===== config.mk =====
export PLATFORM = sky130hd
export DESIGN_NAME = fp_accum
export DESIGN_NICKNAME = d
export VERILOG_FILES = /design/src/rtl/fp_accum.sv
export SDC_FILE = /design/constraint.sdc
export NUM_CORES = 1
export LEC_CHECK = 0
export BUFFER_PORTS_ARGS = -buffer_cell sky130_fd_sc_hd__buf_4
export CAP_MARGIN = 25
export CORE_ASPECT_RATIO = 1.25
export CORE_MARGIN = 2
export CORE_UTILIZATION = 40
export CTS_CLUSTER_DIAMETER = 80
export DETAILED_ROUTE_END_ITERATION = 16
export PLACE_DENSITY = 0.84
export SLEW_MARGIN = 20
export SYNTH_ARGS = -nofsm -noshare
export SYNTH_HDL_FRONTEND = slang
export SYNTH_SLANG_ARGS = --single-unit

===== constraint.sdc =====
create_clock -name clk -period 2 [get_ports clk]
set_clock_uncertainty 0.15 [all_clocks]
set_input_delay 0 -clock clk [delete_from_list [all_inputs] [get_ports clk]]
set_output_delay 0 -clock clk [all_outputs]
set_load 0.01 [all_outputs]

===== src/rtl/fp_accum.sv =====
// Frame accumulator for the 27-bit float format: sums the operands of each frame
// through an external one-cycle adder and presents the total with its operand count.
module fp_accum #(
    parameter int CNT_W = 8
) (
    input  logic             clk,
    input  logic             rst,
    input  logic             in_valid,
    input  logic [26:0]      in_data,
    input  logic             in_last,
    output logic             in_ready,
    output logic [26:0]      add_in1,
    output logic [26:0]      add_in2,
    input  logic [26:0]      add_sum,
    output logic             out_valid,
    output logic [26:0]      out_data,
    output logic [CNT_W-1:0] out_count,
    input  logic             out_ready,
    output logic [1:0]       state_dbg
);

    // Handshake: an operand moves on a rising edge where in_valid && in_ready;
    // a result is held on out_valid until a rising edge with out_ready high.
    typedef enum logic [1:0] {EMPTY, ACC, WAIT, DONE} state_t;

    state_t            state, state_nxt;
    logic [26:0]       acc;
    logic [CNT_W-1:0]  cnt;
    logic              last_q;
    logic              run_q;
    logic              xfer;

    // run_q keeps in_ready low until the first edge after reset is released.
    assign in_ready  = run_q && (state == EMPTY || state == ACC);
    assign xfer      = in_valid && in_ready;
    assign add_in1   = acc;
    assign add_in2   = in_data;
    assign out_data  = acc;
    assign out_count = cnt;
    assign state_dbg = state;

    always_comb begin
        state_nxt = state;
        out_valid = 1'b0;
        case (state)
            EMPTY: if (xfer) state_nxt = in_last ? DONE : ACC;
            ACC:   if (xfer) state_nxt = WAIT;
            WAIT:  state_nxt = last_q ? DONE : ACC;
            DONE: begin
                out_valid = 1'b1;
                if (out_ready) state_nxt = EMPTY;
            end
            default: state_nxt = EMPTY;
        endcase
    end

    always_ff @(posedge clk or posedge rst) begin
        if (rst) begin
            state  <= EMPTY;
            acc    <= '0;
            cnt    <= '0;
            last_q <= 1'b0;
            run_q  <= 1'b0;
        end else begin
            run_q <= 1'b1;
            state <= state_nxt;
            case (state)
                EMPTY: if (xfer) begin
                    acc <= in_data;
                    cnt <= CNT_W'(1);
                end
                ACC: if (xfer) last_q <= in_last;
                WAIT: begin
                    // add_sum is taken verbatim; no special-value handling here.
                    acc <= add_sum;
                    if (cnt != '1) cnt <= cnt + CNT_W'(1);
                end
                default: ;
            endcase
        end
    end

endmodule


==> results.ini, run 1 <==
[power]
peakVddDrop_mv=0.739
p_per_area_nw_per_um2=1180
power.leakage_nw=2.02

[logic_synthesis]
async_reset_ff_frac=1.00
yosys_warnings=0
synth_edf_count=0
synth.largest_area_cell=dfrtp_1
syn_nets=303
ys_ff_latch=39
yosysUniqueCellTypes=32
syn_area_per_cell_um2=9.48
synth_cells=243
syn-cell-area_um2=2300
synthTopCellsByArea=dfrtp_1 (42%), buf_4 (18%), mux2i_1 (13%)
synth_seq_area_share=0.424
ys.flop_type=dfrtp_1
synthMostInstantiatedCell=buf_4
synth.top_cell.area_share=0.424
yosys-top-cells-count=buf_4 (55), dfrtp_1 (39), nand2_1 (36), o21ai_0 (31), mux2i_1 (30)

[worst_setup_path]
path_cells=mux2i_1 -> or2_2 -> a21oi_1 -> dlygate4sd3_1
critical_path_arrival_ps=1920
crit_type=flip-flop to flip-flop
start_kind=flip-flop
crit_family=buffers and inverters
end_kind=flip-flop
path_max_fanout=9
required_ps=2070
cpPeakStageDelay_ps=570
critPathBufInv=1
cp_slowest_cell=dlygate4sd3_1

[floorplan]
die_area_um2=6390
placementRows=30
die_y_um=88.8
ios=152
die_w_um=71.9
coreArea_um2=5480
start_util=0.420

[worst_hold_path]
hold_path_class=primary input to flip-flop

[sta]
finalSetupViolCount=0
slew_violations=0
slew_headroom=0.560
tns_ps=0
grt_setup_unrepaired=no
tightest_slew_ps=656
finalHoldViolCount=0
period_needed_ps=1850
max_freq_ghz=0.541
fin_crit_sh=0.924

[clocking]
post-cts-setup-buffers=0
cts-buffers-inserted=5
cts_tree=built
clkSlewWorstSetupHoldPaths_ps=70
cts_buffer_depth=2
ctsHoldBuffers=58
root_buffer=clkbuf_8
postCtsResizedCells=0
insertion_delay_ps=290
htreeDepth=2
clock-sinks=39

[global_routing]
grt_usage=0.214
grt_max_degree=38
grt_overflow_total=0
grt_first_pass_wirelength_um=10500
antenna_found_initial=0
first_global_vias=2214

[placed_design]
post_dp_cell_area_um2=3090
place_congestion=0.816
place_inst=395
io_buffers=151
dp_hpwl_um=4580

[flow_run]
cap_violations=0

[route]
viasPerCell=4.89
first_pass_iters=4
vias=2254
drc=0
routed_wl_um=7070
drtAntennaViolNets=0
drtIter0Drc=82
post_drt_wl_per_cell_um=15.3

[layout]
layout.nets=456
diodes=0
synthToLayoutAreaGrowth_pct=64.3
num-fill-cells=428
final_cells=461
fin_area_um2=3780
drive_above_1_share=0.426

[outcome]
status=completed

## cell usage in the layout (no fill, tap or decap)
master         synthesis  final
buf_4                 55    153
dlygate4sd3_1          0     58
dfrtp_1               39     39
nand2_1               36     36
o21ai_0               31     31
mux2i_1               30     30
o31ai_1                6      6
clkbuf_8               0      6
nand2b_1               3      3
nand3_1                3      3
a21oi_1                3      3
nor3_1                 2      2
or2_2                  2      2
inv_1                  3      2
nor2b_1                2      2
or4_1                  2      2
a21oi_2                1      1
or2_4                  1      1
or2b_2                 0      1
and3b_1                1      1
mux2_2                 1      1
nor3_2                 1      1
or3_1                  1      1
and2_1                 1      1
clkinv_1               0      1
and3_1                 1      1
nor2_1                 1      1
nor4_1                 1      1
a31oi_1                1      1
o41ai_1                1      1
ha_1                   1      1
bufinv_16              0      1
clkinv_2               0      1
buf_12                 0      1
conb_1                 1      1
## where the power goes
part | switching, W | total, W | internal, W
Clock | 0.000274 | 0.000677 | 0.000404
Combinational | 0.00111 | 0.00235 | 0.00124
Sequential | 0.000337 | 0.00146 | 0.00112
## path summary, 6_finish.rpt
path,depth (start not counted),startpoint,end,slack [ps]
max,4,state_dbg[1],state_dbg[1],150
min,3,in_valid,state_dbg[0],30
max reg2reg,4,state_dbg[1],state_dbg[1],150
min reg2reg,1,last_q,last_q,360
max in group asynchronous,4,rst,add_in1[16],900
min in group asynchronous,3,rst,add_in1[10],130
## logic make-up (layout without fill, tap and decap cells)
| logic type | Yosys count | in the layout | synth area share |
|---|---|---|---|
| buffers and inverters | 69 | 223 | 0.207 |
| other | 1 | 1 | 0.00163 |
| AND/OR/NAND/NOR | 59 | 59 | 0.123 |
| flip-flops | 39 | 39 | 0.424 |
| AO/OA/AOI/OAI | 43 | 43 | 0.104 |
| multiplexers | 31 | 31 | 0.135 |
| adder cells (fa/ha/maj) | 1 | 1 | 0.00543 |
## per-stage QoR
stage	hold slack, ps	utilization	total power, W	setup WS (ps)
2_1_floorplan	-58.2	-	0.00286	236
3_3_place_gp	-121	0.563	0.00362	256
3_5_place_dp	-109	0.563	0.00370	190
4_1_cts	19.6	0.691	0.00449	170
5_1_grt	45.1	0.691	0.00481	57.8
6_report	25.8	0.691	0.00448	152
## routing by layer
metal	vias up	routed length [um]	GRT usage	part of all wire
met4	0	146	0.0686	0.021
li1	1068	-	-	-
met2	93	4040	0.422	0.57
met3	13	408	0.0478	0.058
met5	-	0	0	0
met1	1080	2470	0.223	0.35
## area by class of cell
type | instances | area, um2 | area share
multi-input cells | 135 | 851 | 0.225
repair buffers | 212 | 1750 | 0.462
flip-flops and latches | 39 | 976 | 0.258
well taps | 64 | 80.1 | 0.0212
inverters | 3 | 11.3 | 0.00298
clock buffers | 6 | 82.6 | 0.0218
clock inverters | 2 | 35.0 | 0.00926
## worst register-to-register path, delay by kind of cell (launching register included)
family	cells	cell delay, ps
AOI/OAI and AO/OA	1	150
buffers and inverters	1	570
DFF	1	480
muxes	1	150
and+or+nand+nor	1	280
## state kept, by name, indices dropped and copies added, names as in the netlist
name and cells:
add_in1 27, last_q 1, run_q 1, state_dbg 2, out_count 8
Power figures use the tool's default switching activity.
==> run 2, diff against run 1 <==
--- a/config.mk
+++ b/config.mk
@@ -5,7 +5,7 @@
 export SDC_FILE = /design/constraint.sdc
 export NUM_CORES = 1
 export LEC_CHECK = 0
-export BUFFER_PORTS_ARGS = -buffer_cell sky130_fd_sc_hd__buf_4
+export BUFFER_PORTS_ARGS = -buffer_cell sky130_fd_sc_hd__buf_2
 export CAP_MARGIN = 25
 export CORE_ASPECT_RATIO = 1.25
 export CORE_MARGIN = 2
==> run 2 against run 1 <==
Sequential power shrank 4%; final cell count rose by 0.43%; combinational power fell by 15%; routed wire length shrank 1.3%; clock power fell by 24%; sequential cell count stayed put; count of clock-buffer cells in the layout decreased by 1; first-iteration DRC count grew 13%; critical path depth up 1; global-route usage increased by 0.24 points; worst hold slack improved by 16 ps; largest cell class unchanged; largest power group unchanged.
==> results.ini, run 2 (synthesis results as in run 1) <==
[placed_design]
post_dp_cell_area_um2=2710  ; was 3090 um2
dp_hpwl_um=4190  ; was 4580 um
pre_cts_ws_ps=147  ; was 190 ps
io_buffers=151  ; unchanged
place_congestion=0.898  ; was 0.816

[sta]
max_freq_ghz=0.540  ; was 0.541 GHz
grt_setup_unrepaired=no  ; unchanged
hold_ws_ps=41.6  ; was 25.8 ps
finalSetupViolCount=0  ; unchanged
period_needed_ps=1850  ; about the same
fin_crit_sh=0.926  ; was 0.924
tns_ps=0  ; unchanged
tightest_slew_ps=748  ; was 656 ps
slew_violations=0  ; unchanged
finalHoldViolCount=0  ; unchanged
setup_slack_ps=147  ; was 152 ps
slew_headroom=0.498  ; was 0.560

[route]
drtAntennaViolNets=0  ; unchanged
routed_wl_um=6980  ; was 7070 um
viasPerCell=4.84  ; was 4.89
drtIter0Drc=93  ; was 82
drc=0  ; unchanged
first_pass_iters=4  ; unchanged
vias=2242  ; was 2254
post_drt_wl_per_cell_um=15.1  ; was 15.3 um

[worst_hold_path]
min_to=state_dbg[0]  ; unchanged
whs_path_depth=3  ; unchanged
worstHoldStart=in_valid  ; unchanged
hold_path_class=primary input to flip-flop  ; unchanged

[global_routing]
antenna_found_initial=0  ; unchanged
first_global_vias=2311  ; was 2214
grt_overflow_total=0  ; unchanged
grt_first_pass_wirelength_um=10600  ; was 10500 um
grt_max_degree=32  ; was 38
grt_usage=0.217  ; was 0.214

[layout]
drive_above_1_share=0.429  ; was 0.426
fin_area_um2=3380  ; was 3780 um2
finish.utilization=0.617  ; was 0.691
synthToLayoutAreaGrowth_pct=46.8  ; was 64.3%
mostFrequentLayoutCells=buf_2 (151), dlygate4sd3_1 (58), dfrtp_1 (39), nand2_1 (36), o21ai_0 (31)  ; was buf_4 (153), dlygate4sd3_1 (58), dfrtp_1 (39), nand2_1 (36), o21ai_0 (31)
diodes=0  ; unchanged
layout.cells.most_common=buf_2  ; was buf_4
largest_register_ffs=27  ; unchanged
layout.nets=458  ; was 456

[clocking]
clkSlewWorstSetupHoldPaths_ps=80  ; was 70 ps
clock-sinks=39  ; unchanged
cts-buffers-inserted=5  ; unchanged
post-cts-setup-buffers=0  ; unchanged
root_buffer=clkbuf_8  ; unchanged
insertion_delay_ps=280  ; was 290 ps
cts_buffer_depth=2  ; unchanged
cts_tree=built  ; unchanged
htreeDepth=2  ; unchanged

[floorplan]
start_util=0.420  ; unchanged
ios=152  ; unchanged
die_y_um=88.8  ; unchanged
die_w_um=71.9  ; unchanged
coreArea_um2=5480  ; unchanged
placementRows=30  ; unchanged
die_area_um2=6390  ; unchanged

[flow_run]
cap_violations=0  ; unchanged

[power]
clkPwrFrac=0.132  ; was 0.151
p_int_w=0.00226  ; was 0.00276 W
seqPwrFrac=0.358  ; was 0.324
p_switching_w=0.00166  ; was 0.00172 W
p_per_area_nw_per_um2=1160  ; was 1180 nW/um2
swShare=0.424  ; was 0.384
power.share.combinational=0.511  ; was 0.524
power.leakage_nw=1.92  ; was 2.02 nW
peakVddDrop_mv=0.798  ; was 0.739 mV

[worst_setup_path]
start_kind=flip-flop  ; unchanged
path_max_fanout=10  ; was 9
worstRegToRegCells=5  ; was 4
r2r_slack_ps=150  ; about the same
required_ps=2060  ; was 2070 ps
critical_path_arrival_ps=1910  ; was 1920 ps
end_kind=flip-flop  ; unchanged
crit_type=flip-flop to flip-flop  ; unchanged
reg2reg_to=out_count[3]  ; was state_dbg[1]
reg2reg_from=out_count[0]  ; was state_dbg[1]

[outcome]
status=completed  ; unchanged

## run 2: critical path, stage by stage (launching register included)
cell and delay [ps]:
dfrtp_1 420, ha_1 240, nand3_1 210, nor3_4 120, or4_1 470, a21oi_1 170
## run 2: what timing repair did
| item | CTS | global route |
|---|---|---|
| hold endpoints to repair | 49 | 0 |
| setup endpoints to repair | 0 | 6 |
| hold buffers | 58 | 0 |
| gates resized for setup | 0 | 1 |
## run 2: worst max-delay path by stage
stage	start	to	slack, ps	depth (start not counted)
after floorplan	state_dbg[1]	out_count[3]	240	6
after global placement	out_count[0]	out_count[3]	280	5
after detailed placement	out_count[0]	out_count[0]	150	5
after CTS	out_count[0]	out_count[0]	130	5
after global routing	out_count[0]	out_count[3]	60	5
final	out_count[0]	out_count[3]	150	5
## run 2: routing by layer
metal | GRT usage | part of all wire | vias up
met5 | 0 | 0 | -
met4 | 0.111 | 0.031 | 0
met2 | 0.416 | 0.56 | 116
met3 | 0.0421 | 0.060 | 23
li1 | - | - | 1077
met1 | 0.220 | 0.35 | 1026
## run 2: final cells by class
cell class / instances / area [um2]
clock inverter: 3 / 15.0
tap: 64 / 80.1
timing repair buffer: 214 / 1370
clock buffer: 5 / 68.8
inverter: 3 / 11.3
fill: 478 / 2100
multi-input combinational: 135 / 857
sequential: 39 / 976
## run 2: metrics by stage
| step | power, W | std cells |
|---|---|---|
| detailed placement | 0.00331 | 397 |
| finish | 0.00391 | 463 |
| global placement | 0.00323 | 397 |
| global route | 0.00424 | 463 |
| CTS | 0.00393 | 463 |
| floorplan | 0.00286 | 243 |
## run 2: power by group through the flow
stage	registers (W)	clock network [W]	logic (W)
detailed placement	0.00141	0	0.00190
CTS	0.00140	0.000534	0.00200
global route	0.00144	0.000579	0.00222
floorplan	0.00151	0	0.00135
finish	0.00140	0.000515	0.00200
global placement	0.00138	0	0.00185
==> run 3, diff against run 2 <==
--- a/config.mk
+++ b/config.mk
@@ -9,7 +9,7 @@
 export CAP_MARGIN = 25
 export CORE_ASPECT_RATIO = 1.25
 export CORE_MARGIN = 2
-export CORE_UTILIZATION = 40
+export CORE_UTILIZATION = 38
 export CTS_CLUSTER_DIAMETER = 80
 export DETAILED_ROUTE_END_ITERATION = 16
 export PLACE_DENSITY = 0.84
==> constraint.sdc (replaced) <==
create_clock -name clk -period 1.6 [get_ports clk]
set_clock_uncertainty 0.15 [all_clocks]
set_input_delay 0 -clock clk [delete_from_list [all_inputs] [get_ports clk]]
set_output_delay 0 -clock clk [all_outputs]
set_load 0.01 [all_outputs]
==> run 3 against run 2 <==
Sequential share of layout area decreased by 1.1 points; fmax increased by 16%; sequential cell count unchanged; largest power group unchanged; highest routed layer unchanged.
==> results.ini, run 3 (synthesis results as in run 1) <==
[floorplan]
die_y_um=91.0  ; was 88.8 um
ios=152  ; unchanged
placementRows=31  ; was 30
die_w_um=73.6  ; was 71.9 um
start_util=0.396  ; was 0.420
coreArea_um2=5820  ; was 5480 um2
die_area_um2=6700  ; was 6390 um2

[layout]
mostFrequentLayoutCells=buf_2 (151), dlygate4sd3_1 (58), dfrtp_1 (38), nand2_1 (36), o21ai_0 (31)  ; was buf_2 (151), dlygate4sd3_1 (58), dfrtp_1 (39), nand2_1 (36), o21ai_0 (31)
layout.nets=467  ; was 458
layout.cells.most_common=buf_2  ; unchanged
multi_input_comb_area_um2=916  ; was 857 um2
largest_register_ffs=27  ; unchanged
seqCellArea_um2=977  ; was 976 um2
drive_above_1_share=0.461  ; was 0.429
num-fill-cells=455  ; was 478
diodes=0  ; unchanged
synthToLayoutAreaGrowth_pct=53.1  ; was 46.8%

[global_routing]
grt_max_degree=40  ; was 32
grt_usage=0.189  ; was 0.217
grt_first_pass_wirelength_um=9820  ; was 10600 um
antenna_found_initial=0  ; unchanged
grt_overflow_total=0  ; unchanged
first_global_vias=2115  ; was 2311

[power]
swShare=0.411  ; was 0.424
p_per_area_nw_per_um2=1420  ; was 1160 nW/um2
p_switching_w=0.00206  ; was 0.00166 W
p_int_w=0.00295  ; was 0.00226 W
power.leakage_nw=1.97  ; was 1.92 nW
clkPwrFrac=0.120  ; was 0.132
p_total_w=0.00500  ; was 0.00391 W
seqPwrFrac=0.342  ; was 0.358
power.share.combinational=0.539  ; was 0.511
peakVddDrop_mv=0.823  ; was 0.798 mV

[worst_setup_path]
cp_slowest_cell=or4_4  ; was or4_1
required_ps=1670  ; was 2060 ps
path_cells=ha_2 -> nand3_4 -> nor3_4 -> or4_4 -> a21oi_2  ; was ha_1 -> nand3_1 -> nor3_4 -> or4_1 -> a21oi_1
critical_path_arrival_ps=1660  ; was 1910 ps
cpPeakStageDelay_ps=490  ; was 470 ps
reg2reg_from=out_count[0]  ; unchanged
crit_type=flip-flop to flip-flop  ; unchanged
crit_family=simple AND/OR/NAND/NOR gates  ; unchanged
path_max_fanout=5  ; was 10
start_kind=flip-flop  ; unchanged
critical_path.startpoint=out_count[0]  ; unchanged
critPathBufInv=0  ; unchanged
end_kind=flip-flop  ; unchanged

[clocking]
htreeDepth=2  ; unchanged
clkSlewWorstSetupHoldPaths_ps=70  ; was 80 ps
root_buffer=clkbuf_8  ; unchanged
cts_tree=built  ; unchanged
cts_buffer_depth=2  ; unchanged
cts-buffers-inserted=5  ; unchanged
clock-sinks=39  ; unchanged
insertion_delay_ps=280  ; about the same

[placed_design]
io_buffers=151  ; unchanged
dp_hpwl_um=4060  ; was 4190 um
place_congestion=0.804  ; was 0.898
pre_cts_ws_ps=-95.0  ; was 147 ps

[sta]
finalSetupViolCount=0  ; unchanged
grt_setup_unrepaired=yes  ; was no
setup_slack_ps=2.84  ; was 147 ps
max_freq_ghz=0.626  ; was 0.540 GHz
tns_ps=0  ; unchanged
slew_violations=0  ; unchanged
period_needed_ps=1600  ; was 1850 ps
finalHoldViolCount=0  ; unchanged
fin_crit_sh=0.998  ; was 0.926

[route]
vias=2228  ; was 2242
first_pass_iters=4  ; unchanged
drtAntennaViolNets=0  ; unchanged
routed_wl_um=6540  ; was 6980 um
drtIter0Drc=52  ; was 93
post_drt_wl_per_cell_um=13.9  ; was 15.1 um
drc=0  ; unchanged
viasPerCell=4.72  ; was 4.84

[flow_run]
cap_violations=0  ; unchanged

[worst_hold_path]
hold_path_class=primary input to async pin  ; was primary input to flip-flop

[outcome]
status=completed  ; unchanged

-- run 3: final cells by class --
cell class | instances | area share
clock buffer | 6 | 0.0206
inverter | 3 | 0.00319
multi-input combinational | 136 | 0.260
sequential | 39 | 0.277
tap | 66 | 0.0234
timing repair buffer | 222 | 0.416
-- run 3: worst paths after layout --
kind	endpoint	slack, ps	cells after the start
worst min-delay path	out_count[1]	260	4
worst min register to register	add_in1[8]	350	2
worst max-delay path	out_count[3]	3	5
worst max register to register	out_count[3]	3	5
min in group clk	last_q	340	3
max in group asynchronous	out_count[2]	670	4
-- run 3: per-layer routing --
metal  part of all wire  track usage  wire, um  vias to the layer above
li1                   -            -         -                     1095
met1               0.34        0.181      2230                     1011
met2               0.56        0.361      3630                      104
met3              0.073       0.0455       477                       18
met4              0.030       0.0864       194                        0
met5                  0            0         0                        -
-- run 3: power by group through the flow --
stage	Sequential [W]	Combinational, W	Clock [W]
3_5_place_dp	0.00171	0.00254	0
4_1_cts	0.00170	0.00266	0.000628
5_1_grt	0.00177	0.00298	0.000657
6_report	0.00171	0.00269	0.000599
3_3_place_gp	0.00169	0.00249	0
2_1_floorplan	0.00189	0.00173	0
-- run 3: worst min-delay path: stages --
cell and delay, ps:
dlygate4sd3_1 550, buf_2 130, inv_1 40, buf_4 420
-- run 3: what timing repair did --
| action | 4_1_cts | 5_1_grt |
|---|---|---|
| hold buffers | 58 | 0 |
| pin swaps | 0 | 2 |
| endpoints found under the hold margin | 69 | 0 |
| gates resized for setup | 5 | 10 |
| gates cloned | 0 | 1 |
| buffers inserted | 0 | 0 |
| setup endpoints to repair | 8 | 16 |
-- run 3: metrics by stage --
stage / std cells / hold slack, ps / instance area [um2] / util
floorplan: 243 / -58.2 / 2320 / -
global placement: 407 / -6.50 / 2800 / 0.481
detailed placement: 407 / 0.0819 / 2800 / 0.481
CTS: 471 / 238 / 3470 / 0.597
global route: 472 / 301 / 3530 / 0.606
finish: 472 / 262 / 3530 / 0.606
